### config.mk
export PLATFORM = sky130hd
export DESIGN_NAME = instruction_mem_mp
export DESIGN_NICKNAME = d
export VERILOG_FILES = /design/src/rtl/instruction_mem.sv
export SDC_FILE = /design/constraint.sdc
export NUM_CORES = 1
export LEC_CHECK = 0
export CORE_MARGIN = 3
export CORE_UTILIZATION = 60
export DETAILED_ROUTE_END_ITERATION = 8
export GPL_ROUTABILITY_DRIVEN = 1
export PLACE_DENSITY = 0.78
export SKIP_LAST_GASP = 1
export SLEW_MARGIN = 10
export SYNTH_ARGS = -nofsm -noshare
export SYNTH_HDL_FRONTEND = slang
export SYNTH_SLANG_ARGS = --single-unit
### constraint.sdc
create_clock -name clk -period 4.24 [get_ports clk]
set_input_delay 0.636 -clock clk [delete_from_list [all_inputs] [get_ports clk]]
set_output_delay 0.636 -clock clk [all_outputs]
set_load 0.005 [all_outputs]
### src/rtl/instruction_mem.sv
// Multi-port instruction store: one streaming program-load port, NUM_SM registered
// read ports, and a hardware zero-sweep after reset or on request.

module instruction_mem_rd_port #(
  parameter int DATA_W = 16
) (
  input  logic              clk,
  input  logic              rst,
  input  logic              en,
  input  logic              zero,
  input  logic [DATA_W-1:0] word,
  output logic [DATA_W-1:0] data,
  output logic              valid
);
  always_ff @(posedge clk or negedge rst) begin
    if (!rst) begin
      data  <= '0;
      valid <= 1'b0;
    end else begin
      valid <= en;
      // The store is only partly swept while clearing, so mask it entirely.
      if (en) data <= zero ? '0 : word;
    end
  end
endmodule

module instruction_mem_mp #(
  parameter  int DATA_W = 16,
  parameter  int DEPTH  = 32,
  parameter  int NUM_SM = 4,
  localparam int AW     = $clog2(DEPTH)
) (
  input  logic                     clk,
  input  logic                     rst,
  input  logic                     clear_req,
  output logic                     clear_busy,
  input  logic                     load_start,
  input  logic [AW-1:0]            load_base,
  input  logic [AW:0]              load_len,
  input  logic                     load_valid,
  input  logic [DATA_W-1:0]        load_data,
  output logic                     load_ready,
  output logic                     load_done,
  input  logic [NUM_SM-1:0]        rd_en,
  input  logic [NUM_SM*AW-1:0]     rd_addr,
  output logic [NUM_SM*DATA_W-1:0] rd_data,
  output logic [NUM_SM-1:0]        rd_valid
);
  typedef enum logic [1:0] {S_CLEAR, S_IDLE, S_LOAD} state_t;

  state_t            state, state_nxt;
  logic [AW-1:0]     ptr, ptr_nxt;
  logic [AW:0]       cnt, cnt_nxt;
  logic              done_nxt;
  logic              we;
  logic [DATA_W-1:0] wdata;
  logic [DATA_W-1:0] mem [DEPTH];

  always_ff @(posedge clk or negedge rst) begin
    if (!rst) begin
      state     <= S_CLEAR;
      ptr       <= '0;
      cnt       <= '0;
      load_done <= 1'b0;
    end else begin
      state     <= state_nxt;
      ptr       <= ptr_nxt;
      cnt       <= cnt_nxt;
      load_done <= done_nxt;
    end
  end

  always_comb begin
    state_nxt = state;
    ptr_nxt   = ptr;
    cnt_nxt   = cnt;
    done_nxt  = 1'b0;
    we        = 1'b0;
    wdata     = '0;
    case (state)
      S_CLEAR: begin
        we      = 1'b1;
        ptr_nxt = ptr + AW'(1);
        if (ptr == AW'(DEPTH-1)) state_nxt = S_IDLE;
      end
      S_IDLE: begin
        // Clear wins over a simultaneous load_start, which is dropped.
        if (clear_req) begin
          state_nxt = S_CLEAR;
          ptr_nxt   = '0;
        end else if (load_start) begin
          if (load_len == '0) begin
            done_nxt = 1'b1;
          end else begin
            state_nxt = S_LOAD;
            ptr_nxt   = load_base;
            cnt_nxt   = load_len;
          end
        end
      end
      S_LOAD: begin
        if (load_valid) begin
          we      = 1'b1;
          wdata   = load_data;
          ptr_nxt = ptr + AW'(1);
          cnt_nxt = cnt - (AW+1)'(1);
          if (cnt == (AW+1)'(1)) begin
            state_nxt = S_IDLE;
            done_nxt  = 1'b1;
          end
        end
      end
      default: begin
        state_nxt = S_CLEAR;
        ptr_nxt   = '0;
      end
    endcase
  end

  // Read ports sample the pre-write contents, giving read-before-write on collision.
  always_ff @(posedge clk) begin
    if (we) mem[ptr] <= wdata;
  end

  assign load_ready = (state == S_LOAD);
  assign clear_busy = (state == S_CLEAR);

  for (genvar i = 0; i < NUM_SM; i++) begin : g_port
    instruction_mem_rd_port #(.DATA_W(DATA_W)) u_port (
      .clk   (clk),
      .rst   (rst),
      .en    (rd_en[i]),
      .zero  (clear_busy),
      .word  (mem[rd_addr[i*AW +: AW]]),
      .data  (rd_data[i*DATA_W +: DATA_W]),
      .valid (rd_valid[i])
    );
  end
endmodule

==> impl_metrics.py <==
metrics = {
    "outcome": {
        "run_status": "completed",
    },
    "floorplanning": {
        "placement_rows": 89,
        "die_h_um": 253,
        "ioPinCount": 127,
        "initial_utilization": 0.613,
        "fp.coreArea_um2": 59700,
        "dieArea_um2": 64000,
        "die_w_um": 253,
    },
    "setup_path": {
        "crit_arrival_ps": 3510,
        "critPathCaptureType": "flop",
        "timing.critical_path.from_type": "primary input",
        "worst_r2r_path_depth": 6,
        "critical_path_peak_fanout": 25,
        "timing_worst_setup_path_type": "in -> reg",
        "cp_data_required_time_ps": 4690,
    },
    "placement": {
        "detailedPlacementHpwl_um": 90200,
        "last_weighted_congestion_value_of_the_routability_driven_placer": 0.993,
        "buffer_ports.inserted": 126,
        "dp_cells": 3312,
    },
    "routing": {
        "routed-via-count": 27500,
        "wl_per_cell_um": 40.0,
        "drt-total-wl_um": 137000,
        "drcViolationCount": 0,
        "drt-initial-drc-count": 5268,
        "route.detailed.vias_per_inst": 7.99,
        "final_antenna_net_count": 0,
        "drt_pre_antenna_iters": 6,
    },
    "synth": {
        "ys_top_cells_by_area": "edfxtp_1, mux4_2, mux2i_1",
        "synth_flop_cell": "edfxtp_1",
        "synth_top_cell_by_area": "edfxtp_1",
        "synthesis.area_um2": 36600,
        "synthDominantCellAreaShare": 0.420,
        "synth.most_common_cell": "edfxtp_1",
        "syn_inst": 2525,
        "syn_nets": 2592,
        "synth_cell_type_count": 47,
        "leading_cell_types_by_count_after_synthesis": "edfxtp_1, mux2i_1, mux4_2",
        "synth.yosys.seq_area_share": 0.476,
        "synth-async-reset-ratio": 0.138,
        "synth-seq-cells": 594,
        "synth_edf_count": 512,
        "ys_warn_count": 0,
        "synth_area_per_cell_um2": 14.5,
    },
    "cells_and_area": {
        "layout-drive-gt1-share": 0.280,
        "final_cell_count_no_fill": 3435,
        "finalCoreUtilization": 0.686,
        "final_nets": 2674,
        "area_delta_synth_final_pct": 12.0,
    },
    "cts": {
        "post-cts-setup-buffers": 0,
        "cts_tree": "yes",
        "numCtsBuffers": 66,
        "post_cts_hold_buffer_count": 0,
        "clk_latency_ps": 610,
        "ctsLongestPathBuffers": 3,
        "cts_max_level": 3,
        "clock_sinks": 594,
        "clk_tree_root_cell": "clkbuf_16",
        "post_cts_repair_resize_count": 0,
        "clkSlewWorstSetupHoldPaths_ps": 70,
    },
    "grt": {
        "all_layer_gr_usage": 0.430,
        "grt_max_degree": 67,
        "grt_remaining_overflow": 0,
        "grt_first_pass_wirelength_um": 194000,
        "antenna_found_initial": 4,
        "number_of_global_route_vias_before_repair": 26300,
    },
    "sta": {
        "grt_setup_unrepaired": "false",
        "fin_worst_skew_ps": 27.4,
        "period_needed_ps": 3070,
        "finalSetupTns_ps": 0,
        "worstMarginPinSlew_ps": 1270,
        "max-slew-margin-rel": 0.150,
        "finalHoldViolCount": 0,
        "achievable-frequency_mhz": 326,
        "final_min_period_over_clock_period": 0.723,
        "hold_ws_ps": 22.5,
        "setup_viol": 0,
        "report.final.slew_viol_count": 0,
    },
    "power_and_ir_drop": {
        "power_leakage_nw": 15.0,
        "max-vdd-ir-drop_v": 0.000494,
        "p_per_area_nw_per_um2": 446,
    },
    "job": {
        "timing.max_cap.violations": 0,
    },
    "min_path": {
        "hold_path.class": "in -> async",
    },
}
area by class of cell:
cell class,instances,area [um2]
fill,3988,18700
multi-input combinational,1642,17800
sequential,594,17400
timing repair buffer,258,2400
clock buffer,87,1850
tap,773,967
clock inverter,32,349
inverter,45,169
antenna,4,10.0
per-layer routing:
layer | vias to the layer above | routed length [um] | GRT usage
li1 | 10600 | - | -
met1 | 13700 | 48100 | 0.577
met2 | 2667 | 57400 | 0.607
met3 | 479 | 23400 | 0.176
met4 | 4 | 8550 | 0.216
met5 | - | 25 | 0
worst max-delay path: stages:
cell,delay [ps]
buf_4,270
nor2_4,880
buf_4,450
a21oi_1,160
a221oi_1,850
o22ai_1,190
flip-flops by register name, summed over array words and instances, names as in the netlist:
name                 count
ptr                      5
load_done                1
g_port.u_port.valid      4
g_port.u_port.data      64
cnt                      6
mem                    512
state                    2
through the flow:
step | worst slack [ps] | total power, mW | area [um2]
detailed placement | 779 | 12.1 | 38800
floorplan | 1870 | 9.97 | 36600
CTS | 1400 | 18.0 | 40900
global route | 1260 | 18.6 | 40900
finish | 1170 | 18.3 | 41000
global placement | 774 | 12.1 | 38800
path summary, 6_finish.rpt:
path / endpoint / slack [ps] / startpoint
max: g_port[0].u_port.data[3]$_DFFE_PN0P_ / 1170 / rd_addr[1]
min: state[0]$_DFFE_PN0P_ / 20 / rst
max reg2reg: g_port[2].u_port.data[7]$_DFFE_PN0P_ / 1300 / state[0]$_DFFE_PN0P_
min reg2reg: g_port[2].u_port.data[3]$_DFFE_PN0P_ / 500 / g_port[2].u_port.data[3]$_DFFE_PN0P_
max in group asynchronous: g_port[2].u_port.data[11]$_DFFE_PN0P_ / 3270 / rst
min in group clk: g_port[2].u_port.data[3]$_DFFE_PN0P_ / 500 / g_port[2].u_port.data[3]$_DFFE_PN0P_
cell usage in the layout (no fill, tap or decap), types with 48 or more instances in the layout:
cell               n
edfxtp_1         512
mux2i_1          500
mux4_2           256
mux2_2           144
buf_4            122
a21oi_1          116
clkdlybuf4s50_1  108
a22o_1            95
dfrtp_1           82
a221oi_1          71
clkbuf_16         70
nand2_1           65
a22oi_1           54
o22ai_1           48
logic make-up after synthesis:
logic type      synth area share
compound gates             0.110
fa+ha+maj                0.00376
buf+inv                   0.0419
xor+xnor                0.000479
mux                        0.339
flops                      0.476
simple gates              0.0282
power by group:
| part | switching, mW | leakage [nW] | internal (mW) |
|---|---|---|---|
| Sequential | 0.696 | 5.74 | 7.07 |
| Clock | 2.45 | 1.09 | 3.50 |
| Combinational | 2.68 | 8.16 | 1.84 |
| Total | 5.83 | 15.0 | 12.4 |
Power figures use the tool's default switching activity.
==> RTL change (same settings) <==
Reset style: synchronous (`rst`), changed in 2 clocked blocks.
--- a/src/rtl/instruction_mem.sv
+++ b/src/rtl/instruction_mem.sv
@@ -12,7 +12,7 @@
   output logic [DATA_W-1:0] data,
   output logic              valid
 );
-  always_ff @(posedge clk or negedge rst) begin
+  always_ff @(posedge clk) begin
     if (!rst) begin
       data  <= '0;
       valid <= 1'b0;
@@ -56,7 +56,7 @@
   logic [DATA_W-1:0] wdata;
   logic [DATA_W-1:0] mem [DEPTH];
 
-  always_ff @(posedge clk or negedge rst) begin
+  always_ff @(posedge clk) begin
     if (!rst) begin
       state     <= S_CLEAR;
       ptr       <= '0;
Formal check against the unedited RTL: differs if rst is asserted again (counterexample within 4 cycles, from zero or initial values and one cycle with rst low); with rst held inactive, the same outputs for 10 cycles.
==> RTL change against the unedited design <==
Sequential cell count unchanged; cell count shrank 3.5%; wire length is 1.6% higher; synthesized area shrank 0.82%; die area is 0.80% lower; non-clock buffer count rose by 11; critical path depth down 3; worst setup slack better by 0.0071 ns; cell area shrank 0.90%; highest routed layer unchanged; fmax is 0.23% higher; core utilization decreased by 0.36 points; critical endpoint is now load_ready.
Power is not compared: it rests on default switching activity, and its combinational part moved more than twofold at a synthesized area within 25%.
==> RTL change: results (changes against the unedited design) <==
[metrics] number of antenna violations at the first check in global routing: 3 (-1)
[metrics] logic depth of the worst register-to-register path: 6 (unchanged)
[metrics] summed negative setup slack over all endpoints: 0 ns (unchanged)
[metrics] Distinct cells, synth: 66 (+40%)
[metrics] hold path start: cnt[5]$_SDFFE_PN0P_
[metrics] largest driver fanout on the critical path: 30 (+20%)
[metrics] via count of the first global-routing pass: 26400 (+0.29%)
[metrics] critical path data arrival time: 2.42 ns (-1.09 ns)
[metrics] synth cell count leaders: sky130_fd_sc_hd__edfxtp_1, sky130_fd_sc_hd__mux4_2, sky130_fd_sc_hd__mux2i_1, sky130_fd_sc_hd__nand2_1, sky130_fd_sc_hd__mux2_2
[metrics] first-pass GRT wire length: 197.1 mm (+1.5%)
[metrics] measured slew at the worst slew-check pin: 1.274 ns (+0.001545 ns)
[metrics] number of nets at the end of the flow: 2560 (-4.3%)
[metrics] largest cells by area after synthesis: sky130_fd_sc_hd__edfxtp_1, sky130_fd_sc_hd__mux4_2, sky130_fd_sc_hd__mux2i_1, sky130_fd_sc_hd__dfxtp_1, sky130_fd_sc_hd__mux2_2
[metrics] Post-CTS Resized: 0 (unchanged)
[metrics] worst min-delay path endpoint: cnt[5]$_SDFFE_PN0P_
[metrics] routability cong.: 1.134 (+14%)
[metrics] result of the run: completed
[metrics] slowest cell on the critical path: sky130_fd_sc_hd__ha_1
[metrics] fraction of the yosys area taken by sequential cells: 46.91% (-0.74 points)
[metrics] pin count of the biggest net entering global routing: 54 (-19%)
[metrics] worst-case clock skew: 0.01631 ns (-0.01108 ns)
[metrics] reg-to-reg setup timing slack: 1.21 ns (-0.09 ns)
[metrics] proportion of layout cells with a drive suffix above 1: 31.97% (+4.0 points)
[metrics] capture point of the worst reg-to-reg path: mem[22][3]$_DFFE_PP_
[metrics] HPWL reported at the end of detailed placement: 97.87 mm (+8.5%)
[metrics] worst min-delay path class: reg2reg
[metrics] number of detailed-route iterations in the first pass: 8 (+2)
[metrics] r2r startpoint: state[0]$_SDFFE_PN0P_
[metrics] maximum count of clock buffers along a single path: 3 (unchanged)
[metrics] Fillers: 4020 (+0.80%)
[metrics] number of DRC markers in iteration 0: 4497 (-15%)
[metrics] overall track demand over capacity in global routing: 44.38% (+1.4 points)
[metrics] net count after synthesis: 2442 (-5.8%)
[metrics] post-layout utilization of the core: 68.26% (-0.36 points)
[metrics] delay of the slowest cell on the worst path: 0.75 ns (-0.13 ns)
[metrics] proportion of register bits with asynchronous set or reset after synthesis: 0% (-14 points)
[metrics] Total Routed Length: 139.5 mm (+1.6%)
[metrics] DR vias/cell: 8.052 (+0.74%)
RTL change: cell types whose count changed after synthesis, moves of 63 or more:
cell                      delta
sky130_fd_sc_hd__dfxtp_1    +82
sky130_fd_sc_hd__a22o_1     -90
sky130_fd_sc_hd__dfrtp_1    -82
sky130_fd_sc_hd__mux2i_1   -300
sky130_fd_sc_hd__mux4_2    +169
sky130_fd_sc_hd__nor2b_1    +63
sky130_fd_sc_hd__a21oi_1    -96
RTL change: layout make-up:
type                       count  share of cell area [%]
antenna                        1                0.006165
timing repair buffer         269                   6.208
multi-input combinational   1533                   44.08
clock buffer                  89                   4.562
clock inverter                26                  0.5733
sequential                   594                   41.92
tap                          773                   2.383
inverter                      29                  0.2682
RTL change: worst max path at each step:
stage | start | endpoint | slack, ns | depth (start not counted)
after floorplan | load_valid | mem[28][0]$_DFFE_PP_ | 2.02 | 4
after global placement | rd_addr[13] | g_port[2].u_port.data[5]$_SDFFE_PN0P_ | 0.74 | 6
after detailed placement | rd_addr[14] | g_port[2].u_port.data[5]$_SDFFE_PN0P_ | 0.74 | 5
after CTS | state[0]$_SDFFE_PN0P_ | load_ready | 1.15 | 3
after global routing | state[0]$_SDFFE_PN0P_ | mem[22][1]$_DFFE_PP_ | 0.99 | 6
final | state[0]$_SDFFE_PN0P_ | load_ready | 1.18 | 3
RTL change: cells by family after synthesis:
family,synth area share [%]
fa+ha+maj,0.3794
xor+xnor,0.04830
simple gates,6.474
flops,46.91
mux,34.54
buf+inv,3.936
compound gates,7.709
RTL change: per-layer routing:
metal  up-vias  part of all wire [%]  track usage (%)
met3       504                    13            10.39
met5         -                 0.019                0
met1     13510                    33            57.04
li1      10250                     -                -
met4         4                   8.0            28.00
met2      2409                    46            69.09
RTL change: power by group through the flow:
stage | combinational (mW) | clock [mW] | sequential, mW
6_report | 1.55 | 5.70 | 6.45
5_1_grt | 1.57 | 5.95 | 6.45
4_1_cts | 1.51 | 5.70 | 6.44
3_5_place_dp | 1.50 | 0 | 6.56
3_3_place_gp | 1.50 | 0 | 6.56
2_1_floorplan | 0.919 | 0 | 6.52
RTL change: stage by stage:
stage          setup slack, ns  cells  total power [mW]  cell area, um^2  hold slack (ns)
3_3_place_gp            0.7444   3198             8.054            38510           0.4562
5_1_grt                 0.9912   3313             13.97            40590           0.5103
4_1_cts                  1.154   3313             13.65            40590           0.4706
2_1_floorplan            2.022   2375             7.436            36270           0.4397
3_5_place_dp            0.7405   3198             8.065            38510           0.4618
6_report                 1.180   3314             13.70            40590           0.4671
RTL change: critical path: cells and delay by family, from the launching register on:
kind / cells / cell delay [ns]
flip-flops: 1 / 0.33
buffers and inverters: 2 / 0.75
adder cells (fa/ha/maj): 1 / 0.75
